`src/rtl/fetch_queue_n_pkg.sv`:
```
// Shared fetch-side definitions: fault bit positions, default instruction
// width and the pre-decode info field layout agreed with the decoder.
package fetch_pkg;

    // Fault bit positions within the 2-bit packet fault field.
    localparam int FAULT_FETCH = 0;
    localparam int FAULT_PAGE  = 1;

    // Default instruction slot width.
    localparam int INSTR_W_DEF = 32;

    // Per-lane pre-decode info layout (11 bits total).
    localparam int INFO_W_DEF    = 11;
    localparam int INFO_INVALID  = 0;
    localparam int INFO_EXEC     = 1;
    localparam int INFO_LSU      = 2;
    localparam int INFO_BRANCH   = 3;
    localparam int INFO_MUL      = 4;
    localparam int INFO_DIV      = 5;
    localparam int INFO_CSR      = 6;
    localparam int INFO_MULF_LSB = 7;
    localparam int INFO_MULF_W   = 3;
    localparam int INFO_RD_VALID = 10;

endpackage

```
`src/rtl/fetch_queue_n_if.sv`:
```
// Fetch -> issue queue bus: packet push side, head/pop side and status.
//
// Handshake: a packet transfers on a rising edge where push_i and accept_o
// are both high (accept_o depends only on registered state, never on pop_i).
// A head lane k transfers on an edge where valid_o[k] and pop_i[k] are both
// high; pop_i[k] without valid_o[k] has no effect. flush_i drops everything.
interface fetch_queue_n_if
    import fetch_pkg::*;
#(
    parameter int LANES   = 2,
    parameter int INSTR_W = INSTR_W_DEF,
    parameter int INFO_W  = INFO_W_DEF,
    parameter int ADDR_W  = 2
);
    logic                      flush_i;
    logic                      push_i;
    logic [31:0]               pc_in_i;
    logic [LANES-1:0]          mask_in_i;
    logic [1:0]                fault_in_i;
    logic [LANES*INSTR_W-1:0]  data_in_i;
    logic [LANES*INFO_W-1:0]   info_in_i;
    logic                      accept_o;
    logic [LANES-1:0]          valid_o;
    logic [LANES*INSTR_W-1:0]  instr_o;
    logic [LANES*32-1:0]       pc_o;
    logic [LANES*INFO_W-1:0]   info_o;
    logic [LANES*2-1:0]        fault_o;
    logic [LANES-1:0]          pop_i;
    logic [ADDR_W:0]           count_o;
    logic                      almost_full_o;

    modport master (
        output flush_i, push_i, pc_in_i, mask_in_i, fault_in_i, data_in_i,
               info_in_i, pop_i,
        input  accept_o, valid_o, instr_o, pc_o, info_o, fault_o, count_o,
               almost_full_o
    );

    modport slave (
        input  flush_i, push_i, pc_in_i, mask_in_i, fault_in_i, data_in_i,
               info_in_i, pop_i,
        output accept_o, valid_o, instr_o, pc_o, info_o, fault_o, count_o,
               almost_full_o
    );
endinterface

```
`src/rtl/fetch_queue_n.sv`:
```
// Multi-lane fetch queue: stores whole fetch packets, lets issue drain the
// head lanes independently, and retires the head once no lane is left.
module fetch_queue_n
    import fetch_pkg::*;
#(
    parameter int LANES     = 2,
    parameter int LANE_W    = 1,
    parameter int INSTR_W   = INSTR_W_DEF,
    parameter int INFO_W    = INFO_W_DEF,
    parameter int DEPTH     = 4,
    parameter int ADDR_W    = 2,
    parameter int AFULL_LVL = 3
) (
    input  logic            clk_i,
    input  logic            rst_i,
    fetch_queue_n_if.slave  q
);
    localparam logic [ADDR_W:0] DEPTH_C = (ADDR_W+1)'(DEPTH);
    localparam logic [ADDR_W:0] AFULL_C = (ADDR_W+1)'(AFULL_LVL);

    // Packet storage; only the PC bits above the lane/byte offset are kept.
    logic [LANES*INSTR_W-1:0] data_q  [DEPTH];
    logic [31:LANE_W+2]       pc_q    [DEPTH];
    logic [LANES*INFO_W-1:0]  info_q  [DEPTH];
    logic [1:0]               fault_q [DEPTH];
    logic [LANES-1:0]         lv_q    [DEPTH];

    logic [ADDR_W-1:0] rd_ptr_q, rd_ptr_d;
    logic [ADDR_W-1:0] wr_ptr_q, wr_ptr_d;
    logic [ADDR_W:0]   count_q, count_d;

    logic             not_empty;
    logic             accept;
    logic             push_fire;
    logic             retire;
    logic [LANES-1:0] head_valid;
    logic [LANES-1:0] pop_eff;
    logic [LANES-1:0] remain;

    assign not_empty  = (count_q != '0);
    assign accept     = (count_q != DEPTH_C);
    assign head_valid = not_empty ? lv_q[rd_ptr_q] : '0;
    assign pop_eff    = q.pop_i & head_valid;
    assign remain     = head_valid & ~pop_eff;
    // Head retires when this cycle's pops leave none of its lanes valid.
    assign retire     = not_empty && (remain == '0);
    // An all-zero mask is accepted but nothing is written.
    assign push_fire  = q.push_i && accept && (q.mask_in_i != '0);

    // Next pointer/count from this cycle's push and retire.
    always_comb begin
        rd_ptr_d = rd_ptr_q;
        wr_ptr_d = wr_ptr_q;
        count_d  = count_q;
        if (retire)    rd_ptr_d = rd_ptr_q + ADDR_W'(1);
        if (push_fire) wr_ptr_d = wr_ptr_q + ADDR_W'(1);
        if (push_fire && !retire)      count_d = count_q + (ADDR_W+1)'(1);
        else if (!push_fire && retire) count_d = count_q - (ADDR_W+1)'(1);
    end

    // Pointer and occupancy registers; reset and flush both empty the queue.
    always_ff @(posedge clk_i) begin
        if (rst_i || q.flush_i) begin
            rd_ptr_q <= '0;
            wr_ptr_q <= '0;
            count_q  <= '0;
        end else begin
            rd_ptr_q <= rd_ptr_d;
            wr_ptr_q <= wr_ptr_d;
            count_q  <= count_d;
        end
    end

    // Lane valids, info and fault: cleared on reset, valids/info on flush.
    always_ff @(posedge clk_i) begin
        if (rst_i) begin
            for (int i = 0; i < DEPTH; i++) begin
                lv_q[i]    <= '0;
                info_q[i]  <= '0;
                fault_q[i] <= '0;
            end
        end else if (q.flush_i) begin
            for (int i = 0; i < DEPTH; i++) begin
                lv_q[i]   <= '0;
                info_q[i] <= '0;
            end
        end else begin
            lv_q[rd_ptr_q] <= lv_q[rd_ptr_q] & ~pop_eff;
            // Push never targets the head slot while it holds live lanes.
            if (push_fire) begin
                lv_q[wr_ptr_q]    <= q.mask_in_i;
                info_q[wr_ptr_q]  <= q.info_in_i;
                fault_q[wr_ptr_q] <= q.fault_in_i;
            end
        end
    end

    // Instruction and PC storage; faulted packets store zero instructions.
    always_ff @(posedge clk_i) begin
        if (push_fire) begin
            data_q[wr_ptr_q] <= (q.fault_in_i != 2'b00) ? '0 : q.data_in_i;
            pc_q[wr_ptr_q]   <= q.pc_in_i[31:LANE_W+2];
        end
    end

    assign q.accept_o      = accept;
    assign q.valid_o       = head_valid;
    assign q.instr_o       = data_q[rd_ptr_q];
    assign q.info_o        = info_q[rd_ptr_q];
    assign q.count_o       = count_q;
    assign q.almost_full_o = (count_q >= AFULL_C);

    // Per-lane PC and replicated fault bits for the head packet.
    for (genvar k = 0; k < LANES; k++) begin : g_lane
        assign q.fault_o[k*2 +: 2] = fault_q[rd_ptr_q];
        if (LANE_W > 0) begin : g_pc_multi
            assign q.pc_o[k*32 +: 32] = {pc_q[rd_ptr_q], LANE_W'(k), 2'b00};
        end else begin : g_pc_single
            assign q.pc_o[k*32 +: 32] = {pc_q[rd_ptr_q], 2'b00};
        end
    end

endmodule

```
`src/flat_wrapper.sv`:
```
// flat-port wrapper written by rule: the top's interface ports become plain ports
module fetch_queue_n_flat import fetch_pkg::*;
#(
    parameter int LANES     = 2,
    parameter int LANE_W    = 1,
    parameter int INSTR_W   = INSTR_W_DEF,
    parameter int INFO_W    = INFO_W_DEF,
    parameter int DEPTH     = 4,
    parameter int ADDR_W    = 2,
    parameter int AFULL_LVL = 3
)
  (clk_i, rst_i, q_flush_i, q_push_i, q_pc_in_i, q_mask_in_i, q_fault_in_i, q_data_in_i, q_info_in_i, q_pop_i, q_accept_o, q_valid_o, q_instr_o, q_pc_o, q_info_o, q_fault_o, q_count_o, q_almost_full_o);
  fetch_queue_n_if #(.LANES(LANES), .INSTR_W(INSTR_W), .INFO_W(INFO_W), .ADDR_W(ADDR_W)) q_i ();
  input  logic clk_i;
  input  logic rst_i;
  input wire logic [$bits(q_i.flush_i)-1:0] q_flush_i;
  input wire logic [$bits(q_i.push_i)-1:0] q_push_i;
  input wire logic [$bits(q_i.pc_in_i)-1:0] q_pc_in_i;
  input wire logic [$bits(q_i.mask_in_i)-1:0] q_mask_in_i;
  input wire logic [$bits(q_i.fault_in_i)-1:0] q_fault_in_i;
  input wire logic [$bits(q_i.data_in_i)-1:0] q_data_in_i;
  input wire logic [$bits(q_i.info_in_i)-1:0] q_info_in_i;
  input wire logic [$bits(q_i.pop_i)-1:0] q_pop_i;
  output wire logic [$bits(q_i.accept_o)-1:0] q_accept_o;
  output wire logic [$bits(q_i.valid_o)-1:0] q_valid_o;
  output wire logic [$bits(q_i.instr_o)-1:0] q_instr_o;
  output wire logic [$bits(q_i.pc_o)-1:0] q_pc_o;
  output wire logic [$bits(q_i.info_o)-1:0] q_info_o;
  output wire logic [$bits(q_i.fault_o)-1:0] q_fault_o;
  output wire logic [$bits(q_i.count_o)-1:0] q_count_o;
  output wire logic [$bits(q_i.almost_full_o)-1:0] q_almost_full_o;
  assign q_i.flush_i = q_flush_i;
  assign q_i.push_i = q_push_i;
  assign q_i.pc_in_i = q_pc_in_i;
  assign q_i.mask_in_i = q_mask_in_i;
  assign q_i.fault_in_i = q_fault_in_i;
  assign q_i.data_in_i = q_data_in_i;
  assign q_i.info_in_i = q_info_in_i;
  assign q_i.pop_i = q_pop_i;
  assign q_accept_o = q_i.accept_o;
  assign q_valid_o = q_i.valid_o;
  assign q_instr_o = q_i.instr_o;
  assign q_pc_o = q_i.pc_o;
  assign q_info_o = q_i.info_o;
  assign q_fault_o = q_i.fault_o;
  assign q_count_o = q_i.count_o;
  assign q_almost_full_o = q_i.almost_full_o;
  fetch_queue_n #(.LANES(LANES), .LANE_W(LANE_W), .INSTR_W(INSTR_W), .INFO_W(INFO_W), .DEPTH(DEPTH), .ADDR_W(ADDR_W), .AFULL_LVL(AFULL_LVL)) u_core (.clk_i(clk_i), .rst_i(rst_i), .q(q_i));
endmodule
```
`config.mk`:
```
export PLATFORM = sky130hd
export DESIGN_NAME = fetch_queue_n_flat
export DESIGN_NICKNAME = d
export VERILOG_FILES = /design/src/rtl/fetch_queue_n_pkg.sv /design/src/rtl/fetch_queue_n_if.sv /design/src/rtl/fetch_queue_n.sv /design/src/flat_wrapper.sv
export SDC_FILE = /design/constraint.sdc
export NUM_CORES = 1
export LEC_CHECK = 0
export CORE_AREA = 2 2 202 204
export DETAILED_ROUTE_END_ITERATION = 6
export DIE_AREA = 0 0 204 206
export GPL_ROUTABILITY_DRIVEN = 0
export PLACE_DENSITY_LB_ADDON = 0.12
export SYNTH_ARGS = -nofsm -noshare
export SYNTH_HDL_FRONTEND = slang
export SYNTH_SLANG_ARGS = --single-unit
```
`constraint.sdc`:
```
create_clock -name clk_i -period 2.9 [get_ports clk_i]
set_input_delay 0.58 -clock clk_i [delete_from_list [all_inputs] [get_ports clk_i]]
set_output_delay 0.58 -clock clk_i [all_outputs]
set_load 0.02 [all_outputs]
```
==> impl_metrics.prom, run 1 <==
# TYPE chip_impl_metric gauge
chip_impl_info{name="result_of_the_run",value="complete, no violations"} 1
chip_impl_metric{name="timing.fmax",unit="MHz"} 354
chip_impl_metric{name="synthXorXnorAreaFrac",unit=""} 0.00136
chip_impl_metric{name="overall_power_consumption",unit="mW"} 18.4
chip_impl_metric{name="via_count",unit=""} 9814
chip_impl_metric{name="grt_pass1_vias",unit=""} 10000
chip_impl_metric{name="yosys.area.top_type_share",unit=""} 0.737
chip_impl_info{name="tritoncts",value="built"} 1
chip_impl_metric{name="final.min_clock_period",unit="ns"} 2.82
chip_impl_info{name="combinational_family_with_the_most_area_after_synthesis",value="multiplexers"} 1
chip_impl_metric{name="remaining_drc_errors",unit=""} 0
chip_impl_metric{name="finalHoldViolCount",unit=""} 0
chip_impl_metric{name="synth_area_per_cell",unit="um^2"} 20.2
chip_impl_metric{name="initial_antenna_violation_count",unit=""} 4
chip_impl_metric{name="grt_max_degree",unit=""} 65
chip_impl_metric{name="synth-adder-area-share",unit=""} 0.00684
chip_impl_metric{name="power.static_leakage",unit="nW"} 8.82
chip_impl_metric{name="netlist_area",unit="mm^2"} 0.0194
chip_impl_info{name="crit_path_cell_trace",value="buf_12 -> bufbuf_16 -> mux4_2 -> dlygate4sd2_1"} 1
chip_impl_metric{name="worst-endpoint-required",unit="ns"} 2.32
chip_impl_metric{name="cts.sinks",unit=""} 485
chip_impl_metric{name="layout_cells_sized_above_1",unit=""} 0.191
chip_impl_metric{name="post-route-period-util",unit=""} 0.973
chip_impl_metric{name="floorplan.die_area",unit="mm^2"} 0.0420
chip_impl_info{name="cts-root-buf",value="sky130_fd_sc_hd__clkbuf_16"} 1
chip_impl_metric{name="max-cap-violations",unit=""} 0
chip_impl_metric{name="power_density_over_the_cells",unit="mW/mm^2"} 752
chip_impl_info{name="sort_of_element_at_the_start_of_the_critical_path",value="flop"} 1
chip_impl_metric{name="fin_tns_setup",unit="ns"} 0
chip_impl_info{name="endpoint_kind",value="output port"} 1
chip_impl_metric{name="drt_iter0_drc",unit=""} 484
chip_impl_metric{name="power_switching_share",unit=""} 0.264
chip_impl_metric{name="grt_util_all_layers",unit=""} 0.196
chip_impl_metric{name="worst_path_largest_cell_delay",unit="ns"} 0.51
chip_impl_metric{name="synth.area.mux_share",unit=""} 0.142
chip_impl_info{name="most_frequent_cells_after_synthesis",value="476 x sky130_fd_sc_hd__edfxtp_1, 119 x sky130_fd_sc_hd__mux4_2, 91 x sky130_fd_sc_hd__and3_1, 68 x sky130_fd_sc_hd__and2_1, 40 x sky130_fd_sc_hd__buf_4"} 1
chip_impl_info{name="rsz_0062_raised_after_global_routing",value="yes"} 1
chip_impl_metric{name="postSynthRegisterBits",unit=""} 485
chip_impl_info{name="cpLargestDelayFamily",value="buffers and inverters"} 1
chip_impl_metric{name="share_of_the_yosys_chip_area_belonging_to_registers",unit=""} 0.747
chip_impl_metric{name="synth.distinct_cells",unit=""} 35
chip_impl_info{name="min-delay-path-class",value="reg2reg"} 1
chip_impl_metric{name="arrival",unit="ns"} 2.24
chip_impl_metric{name="critical_path_peak_fanout",unit=""} 14
chip_impl_metric{name="place_ws",unit="ns"} 0.101
chip_impl_metric{name="post_drt_via_cell_ratio",unit=""} 5.36
chip_impl_metric{name="synth-edff-count",unit=""} 476
chip_impl_info{name="crit_path_category",value="reg2out"} 1
chip_impl_metric{name="antenna_violating_nets_post_route",unit=""} 0
chip_impl_metric{name="htreeDepth",unit=""} 2
chip_impl_metric{name="worstPathBufferInverterCount",unit=""} 3
chip_impl_metric{name="clk_lat_worst_skew",unit="ns"} 0.57
chip_impl_info{name="critPathSlowestCell",value="sky130_fd_sc_hd__mux4_2"} 1
chip_impl_metric{name="number_of_buffers_created_by_cts",unit=""} 49
chip_impl_metric{name="gr-total-overflow",unit=""} 0
chip_impl_metric{name="p_int",unit="mW"} 13.5
chip_impl_metric{name="clock_power_share",unit=""} 0.326
chip_impl_metric{name="fin_ws",unit="ns"} 0.0775
chip_impl_metric{name="worst_slew_pin_slew",unit="ns"} 0.639
chip_impl_metric{name="area_fraction_in_compound_gates_after_synthesis",unit=""} 0.00658
chip_impl_metric{name="numPortBuffers",unit=""} 279
chip_impl_metric{name="drtPass1Iterations",unit=""} 5
chip_impl_metric{name="max-slew-margin-rel",unit=""} 0.570
chip_impl_metric{name="placeable_core_area",unit="mm^2"} 0.0402
chip_impl_metric{name="switching_power",unit="mW"} 4.86
chip_impl_metric{name="floorplan.initialDensity",unit=""} 0.482
chip_impl_metric{name="area.growth.synth_to_final",unit="%"} 26.1
chip_impl_metric{name="number_of_instances_in_the_synthesized_netlist",unit=""} 961
chip_impl_metric{name="power.sequential.fraction",unit=""} 0.447
chip_impl_metric{name="grt_pass1_wl",unit="mm"} 60.8
chip_impl_metric{name="ctsLongestPathBuffers",unit=""} 3
chip_impl_metric{name="proportion_of_register_bits_with_asynchronous_set_or_reset_after_synthesis",unit=""} 0
chip_impl_metric{name="clk_pin_slew_worst_paths",unit="ns"} 0.06
chip_impl_metric{name="floorplan.rows",unit=""} 74
chip_impl_metric{name="hpwlAfterDp",unit="mm"} 24.8
chip_impl_info{name="yosysMostFrequentCell",value="sky130_fd_sc_hd__edfxtp_1"} 1
chip_impl_metric{name="timing_max_transition_violations_final",unit=""} 0
chip_impl_metric{name="fill_cells",unit=""} 3011
chip_impl_metric{name="utilization",unit=""} 0.608
chip_impl_metric{name="ys_warnings",unit=""} 0
chip_impl_metric{name="fin_nets",unit=""} 1395
chip_impl_info{name="synth-main-ff-cell",value="sky130_fd_sc_hd__edfxtp_1"} 1
chip_impl_metric{name="die_y",unit="um"} 206
chip_impl_metric{name="die_width",unit="um"} 204
chip_impl_info{name="synth.largest_area_cell",value="sky130_fd_sc_hd__edfxtp_1"} 1
chip_impl_metric{name="synth-simple-area-share",unit=""} 0.0647
chip_impl_info{name="netlist_top_cells_area",value="sky130_fd_sc_hd__edfxtp_1 74%, sky130_fd_sc_hd__mux4_2 14%, sky130_fd_sc_hd__and3_1 2.9%"} 1
chip_impl_metric{name="routed_wl",unit="mm"} 40.6
chip_impl_metric{name="max-vdd-ir-drop",unit="mV"} 0.448
chip_impl_metric{name="p_comb_frac",unit=""} 0.227
chip_impl_metric{name="routedWlPerCell",unit="um"} 22.2
chip_impl_metric{name="finalSetupViolCount",unit=""} 0
chip_impl_metric{name="io_pins",unit=""} 289
chip_impl_metric{name="skew",unit="ns"} 0.00956
[metrics by stage]
stage | cells | instance area, um^2 | hold WS [ns]
3_5_place_dp | 1729 | 22900 | 0.503
6_report | 1830 | 24400 | 0.521
5_1_grt | 1830 | 24400 | 0.552
3_3_place_gp | 1729 | 22900 | 0.500
2_1_floorplan | 965 | 19400 | 0.487
4_1_cts | 1828 | 24400 | 0.510
[power by group through the flow]
stage,combinational (mW),clock [mW],sequential [mW]
4_1_cts,4.24,6.13,8.22
2_1_floorplan,2.71,0,8.35
3_5_place_dp,4.50,0,8.39
6_report,4.17,6.00,8.21
3_3_place_gp,4.49,0,8.37
5_1_grt,4.46,6.40,8.24
[final cells by class]
type,instances,area (um^2),share of cell area
inverters,12,60.1,0.00246
clock inverters,24,183,0.00748
well taps,532,666,0.0272
flip-flops and latches,485,14500,0.593
diodes,2,5.00,0.000205
repair buffers,333,3390,0.139
multi-input cells,376,4320,0.177
clock buffers,66,1330,0.0545
[what timing repair did]
item                                    CTS  global route
endpoints found under the setup margin  150            31
hold buffers                              0             0
resized for setup                       160            26
pin swaps                                 0             0
buffers inserted                          7             0
hold endpoints to repair                  0             0
cloned                                    2             0
[kinds of logic (layout without fill, tap and decap cells)]
group                      Yosys count  in the layout
muxes                              126            126
DFF                                485            485
xor gates and xnor gates             3              3
buffers and inverters              104            435
adders and majority gates           10             10
AOI/OAI and AO/OA                   20             20
other                                2              8
and+or+nand+nor                    211            211
[cell usage in the layout (no fill, tap or decap), types with 2 or more instances in the layout]
master / n
sky130_fd_sc_hd__clkbuf_16: 51
sky130_fd_sc_hd__and3_1: 91
sky130_fd_sc_hd__dfxtp_1: 6
sky130_fd_sc_hd__buf_6: 3
sky130_fd_sc_hd__clkinv_2: 3
sky130_fd_sc_hd__mux4_2: 119
sky130_fd_sc_hd__a21oi_1: 9
sky130_fd_sc_hd__clkbuf_1: 15
sky130_fd_sc_hd__buf_4: 28
sky130_fd_sc_hd__inv_6: 2
sky130_fd_sc_hd__or3_1: 2
sky130_fd_sc_hd__buf_12: 15
sky130_fd_sc_hd__nor2_1: 8
sky130_fd_sc_hd__buf_16: 4
sky130_fd_sc_hd__buf_8: 2
sky130_fd_sc_hd__clkinv_1: 16
sky130_fd_sc_hd__mux2i_1: 6
sky130_fd_sc_hd__dfxtp_4: 2
sky130_fd_sc_hd__nand3_1: 20
sky130_fd_sc_hd__or2_2: 5
sky130_fd_sc_hd__and2_1: 68
sky130_fd_sc_hd__o21ai_0: 2
sky130_fd_sc_hd__nor3_1: 3
sky130_fd_sc_hd__xor2_1: 2
sky130_fd_sc_hd__diode_2: 2
sky130_fd_sc_hd__conb_1: 6
sky130_fd_sc_hd__edfxtp_1: 476
sky130_fd_sc_hd__inv_1: 8
sky130_fd_sc_hd__clkinvlp_4: 4
sky130_fd_sc_hd__a21o_1: 4
sky130_fd_sc_hd__a21boi_0: 2
sky130_fd_sc_hd__ha_1: 9
sky130_fd_sc_hd__clkdlybuf4s50_1: 129
sky130_fd_sc_hd__nand2_1: 9
sky130_fd_sc_hd__clkdlybuf4s15_1: 25
sky130_fd_sc_hd__bufinv_16: 3
sky130_fd_sc_hd__dlygate4sd2_1: 125
sky130_fd_sc_hd__bufbuf_16: 2
[sequential cells by signal, summed over array words and instances (netlist names), named ones only]
| name | cells |
|---|---|
| u_core.wr_ptr_q | 2 |
| u_core.rd_ptr_q | 2 |
| u_core.data_q | 256 |
| u_core.lv_q | 8 |
| u_core.fault_q | 8 |
| u_core.q.count_o | 3 |
| u_core.pc_q | 116 |
| u_core.info_q | 88 |
[worst min-delay path, stage by stage (launching register included)]
cell and delay, ns:
sky130_fd_sc_hd__dfxtp_2 0.34, sky130_fd_sc_hd__o21ai_0 0.08, sky130_fd_sc_hd__a21oi_1 0.06
[layer usage]
metal,share of wire,up-vias,routed length [um],track usage
li1,-,4426,-,-
met1,0.42,5080,17200,0.268
met2,0.50,255,20300,0.322
met3,0.059,49,2390,0.0378
met4,0.017,4,674,0.0600
met5,0.00067,-,27,0
[worst paths after layout]
check | start | endpoint | slack, ns | cells past startpoint
setup / recovery | flop | q_info_o[17] | 0.08 | 4
hold / removal | u_core.q.count_o[2]$_SDFFE_PP0P_ | u_core.q.count_o[2]$_SDFFE_PP0P_ | 0.52 | 2
setup reg to reg | flop | u_core.q.count_o[2]$_SDFFE_PP0P_ | 0.35 | 9
hold reg to reg | u_core.q.count_o[2]$_SDFFE_PP0P_ | u_core.q.count_o[2]$_SDFFE_PP0P_ | 0.52 | 2
No activity file was read; power rests on OpenSTA's default activity.
==> inputs of run 2 (changes only) <==
--- a/config.mk
+++ b/config.mk
@@ -5,9 +5,9 @@
 export SDC_FILE = /design/constraint.sdc
 export NUM_CORES = 1
 export LEC_CHECK = 0
-export CORE_AREA = 2 2 202 204
+export CORE_AREA = 2 2 193 195
 export DETAILED_ROUTE_END_ITERATION = 6
-export DIE_AREA = 0 0 204 206
+export DIE_AREA = 0 0 195 197
 export GPL_ROUTABILITY_DRIVEN = 0
 export PLACE_DENSITY_LB_ADDON = 0.12
 export SYNTH_ARGS = -nofsm -noshare
==> constraint.sdc (replaced) <==
create_clock -name clk_i -period 3.23 [get_ports clk_i]
set_input_delay 0.646 -clock clk_i [delete_from_list [all_inputs] [get_ports clk_i]]
set_output_delay 0.646 -clock clk_i [all_outputs]
set_load 0.02 [all_outputs]
==> impl_metrics.prom, run 2 (same netlist as run 1, synthesis figures left out) <==
# TYPE chip_impl_metric gauge
chip_impl_metric{name="worst_slew_pin_slew",unit="ns"} 0.757
chip_impl_metric{name="floorplan.rows",unit=""} 70
chip_impl_metric{name="remaining_drc_errors",unit=""} 0
chip_impl_metric{name="power.static_leakage",unit="nW"} 9.02
chip_impl_metric{name="placeable_core_area",unit="mm^2"} 0.0363
chip_impl_info{name="reg.largest.list",value="u_core.data_q: 256 flops, u_core.pc_q: 116 flops, u_core.info_q: 88 flops"} 1
chip_impl_info{name="crit_path_category",value="reg2out"} 1
chip_impl_metric{name="critical_path_peak_fanout",unit=""} 16
chip_impl_metric{name="via_count",unit=""} 9785
chip_impl_metric{name="skew",unit="ns"} 0.0154
chip_impl_metric{name="drt_iter0_drc",unit=""} 625
chip_impl_metric{name="grt_util_all_layers",unit=""} 0.205
chip_impl_metric{name="cts.sinks",unit=""} 485
chip_impl_metric{name="area.growth.synth_to_final",unit="%"} 26.0
chip_impl_metric{name="routedWlPerCell",unit="um"} 22.4
chip_impl_info{name="result_of_the_run",value="complete, no violations"} 1
chip_impl_metric{name="gr-total-overflow",unit=""} 0
chip_impl_metric{name="worst-endpoint-required",unit="ns"} 2.58
chip_impl_info{name="mostFrequentLayoutCells",value="476 x sky130_fd_sc_hd__edfxtp_1, 221 x sky130_fd_sc_hd__clkdlybuf4s50_1, 119 x sky130_fd_sc_hd__mux4_2"} 1
chip_impl_metric{name="final.min_clock_period",unit="ns"} 3.15
chip_impl_metric{name="p_int",unit="mW"} 12.5
chip_impl_metric{name="power.sequential.fraction",unit=""} 0.443
chip_impl_info{name="endpoint_kind",value="output port"} 1
chip_impl_metric{name="drtPass1Iterations",unit=""} 5
chip_impl_info{name="layout_commonest_cell",value="sky130_fd_sc_hd__edfxtp_1"} 1
chip_impl_info{name="top_register",value="u_core.data_q"} 1
chip_impl_metric{name="finalSetupViolCount",unit=""} 0
chip_impl_metric{name="clock_power_share",unit=""} 0.323
chip_impl_metric{name="htreeDepth",unit=""} 2
chip_impl_metric{name="clk_pin_slew_worst_paths",unit="ns"} 0.06
chip_impl_info{name="cts-root-buf",value="sky130_fd_sc_hd__clkbuf_16"} 1
chip_impl_metric{name="fin_nets",unit=""} 1377
chip_impl_metric{name="ctsLongestPathBuffers",unit=""} 3
chip_impl_metric{name="numPortBuffers",unit=""} 279
chip_impl_metric{name="grt_pass1_vias",unit=""} 10300
chip_impl_metric{name="switching_power",unit="mW"} 4.28
chip_impl_metric{name="grt_pass1_wl",unit="mm"} 59.2
chip_impl_metric{name="timing.fmax",unit="MHz"} 317
chip_impl_metric{name="largest_register_ffs",unit=""} 256
chip_impl_metric{name="holdBufCountCts",unit=""} 0
chip_impl_metric{name="max-vdd-ir-drop",unit="mV"} 0.493
chip_impl_metric{name="grt_max_degree",unit=""} 65
chip_impl_metric{name="overall_power_consumption",unit="mW"} 16.7
chip_impl_metric{name="number_of_buffers_created_by_cts",unit=""} 49
chip_impl_metric{name="clk_lat_worst_skew",unit="ns"} 0.56
chip_impl_info{name="rsz_0062_raised_after_global_routing",value="yes"} 1
chip_impl_metric{name="initial_antenna_violation_count",unit=""} 7
chip_impl_metric{name="floorplan.die_area",unit="mm^2"} 0.0384
chip_impl_info{name="sort_of_element_at_the_start_of_the_critical_path",value="flop"} 1
chip_impl_metric{name="post-route-period-util",unit=""} 0.975
chip_impl_metric{name="max-slew-margin-rel",unit=""} 0.495
chip_impl_metric{name="area_of_all_placed_cells_without_fillers",unit="mm^2"} 0.0244
chip_impl_metric{name="max-cap-violations",unit=""} 0
chip_impl_metric{name="timing_max_transition_violations_final",unit=""} 0
chip_impl_metric{name="finalHoldViolCount",unit=""} 0
chip_impl_metric{name="floorplan.initialDensity",unit=""} 0.535
chip_impl_metric{name="postPlaceCellArea",unit="mm^2"} 0.0226
chip_impl_info{name="min-delay-path-class",value="reg2reg"} 1
chip_impl_metric{name="hpwlAfterDp",unit="mm"} 22.9
chip_impl_metric{name="layout_cells_sized_above_1",unit=""} 0.184
chip_impl_metric{name="routed_wl",unit="mm"} 39.3
chip_impl_metric{name="power_switching_share",unit=""} 0.256
chip_impl_metric{name="antenna_violating_nets_post_route",unit=""} 0
chip_impl_metric{name="p_comb_frac",unit=""} 0.235
chip_impl_metric{name="die_width",unit="um"} 195
chip_impl_metric{name="fin_ws",unit="ns"} 0.0795
chip_impl_metric{name="post_drt_via_cell_ratio",unit=""} 5.59
chip_impl_metric{name="power_density_over_the_cells",unit="mW/mm^2"} 685
chip_impl_info{name="tritoncts",value="built"} 1
chip_impl_metric{name="arrival",unit="ns"} 2.50
chip_impl_metric{name="io_pins",unit=""} 289
chip_impl_metric{name="place_ws",unit="ns"} 0.214
chip_impl_metric{name="die_y",unit="um"} 197
## run 2: metrics by stage
stage	instances	hold slack, ns	setup TNS [ns]	util
6_report	1751	0.529	0	0.674
5_1_grt	1751	0.561	-0.0653	0.674
4_1_cts	1742	0.532	-0.00351	0.668
3_5_place_dp	1650	0.517	0	0.624
3_3_place_gp	1650	0.512	0	0.624
2_1_floorplan	965	0.487	0	-
## run 2: power by group through the flow
stage	combinational (mW)	clock, mW	sequential [mW]
2_1_floorplan	2.43	0	7.50
3_3_place_gp	3.91	0	7.53
3_5_place_dp	3.93	0	7.55
4_1_cts	3.96	5.54	7.41
5_1_grt	4.16	5.79	7.44
6_report	3.93	5.40	7.41
## run 2: worst max-delay path: stages (launching register included)
cell and delay, ns:
sky130_fd_sc_hd__dfxtp_4 0.52, sky130_fd_sc_hd__buf_12 0.15, sky130_fd_sc_hd__buf_16 0.17, sky130_fd_sc_hd__mux4_2 0.55, sky130_fd_sc_hd__clkdlybuf4s50_1 0.56
## run 2: what timing repair did
action | CTS | global route
setup buffers | 1 | 4
gates cloned | 0 | 1
resized for setup | 9 | 55
setup endpoints to repair | 111 | 100
## run 2: cell type report
cell class | instances | area [um^2]
Sequential cell | 485 | 14500
Fill cell | 2425 | 11800
Multi-Input combinational cell | 376 | 4320
Timing Repair Buffer | 315 | 3410
Clock buffer | 73 | 1390
Tap cell | 468 | 586
Clock inverter | 18 | 168
Inverter | 12 | 60.1
Antenna cell | 4 | 10.0
## run 2: path summary, 6_finish.rpt
kind                                            to  depth (start not counted)  slack (ns)                             from
setup / recovery                        q_pc_o[51]                          4        0.08                             flop
hold / removal                                flop                          2        0.53  u_core.rd_ptr_q[0]$_SDFFE_PP0P_
setup reg to reg  u_core.q.count_o[2]$_SDFFE_PP0P_                          9        0.42                             flop
hold reg to reg                               flop                          2        0.53  u_core.rd_ptr_q[0]$_SDFFE_PP0P_
## run 2: layer usage
layer | vias to the layer above | wire (um) | global-route usage
li1 | 4392 | - | -
met1 | 5033 | 16700 | 0.276
met2 | 302 | 19600 | 0.343
met3 | 52 | 2120 | 0.0409
met4 | 6 | 793 | 0.0594
met5 | - | 45 | 0
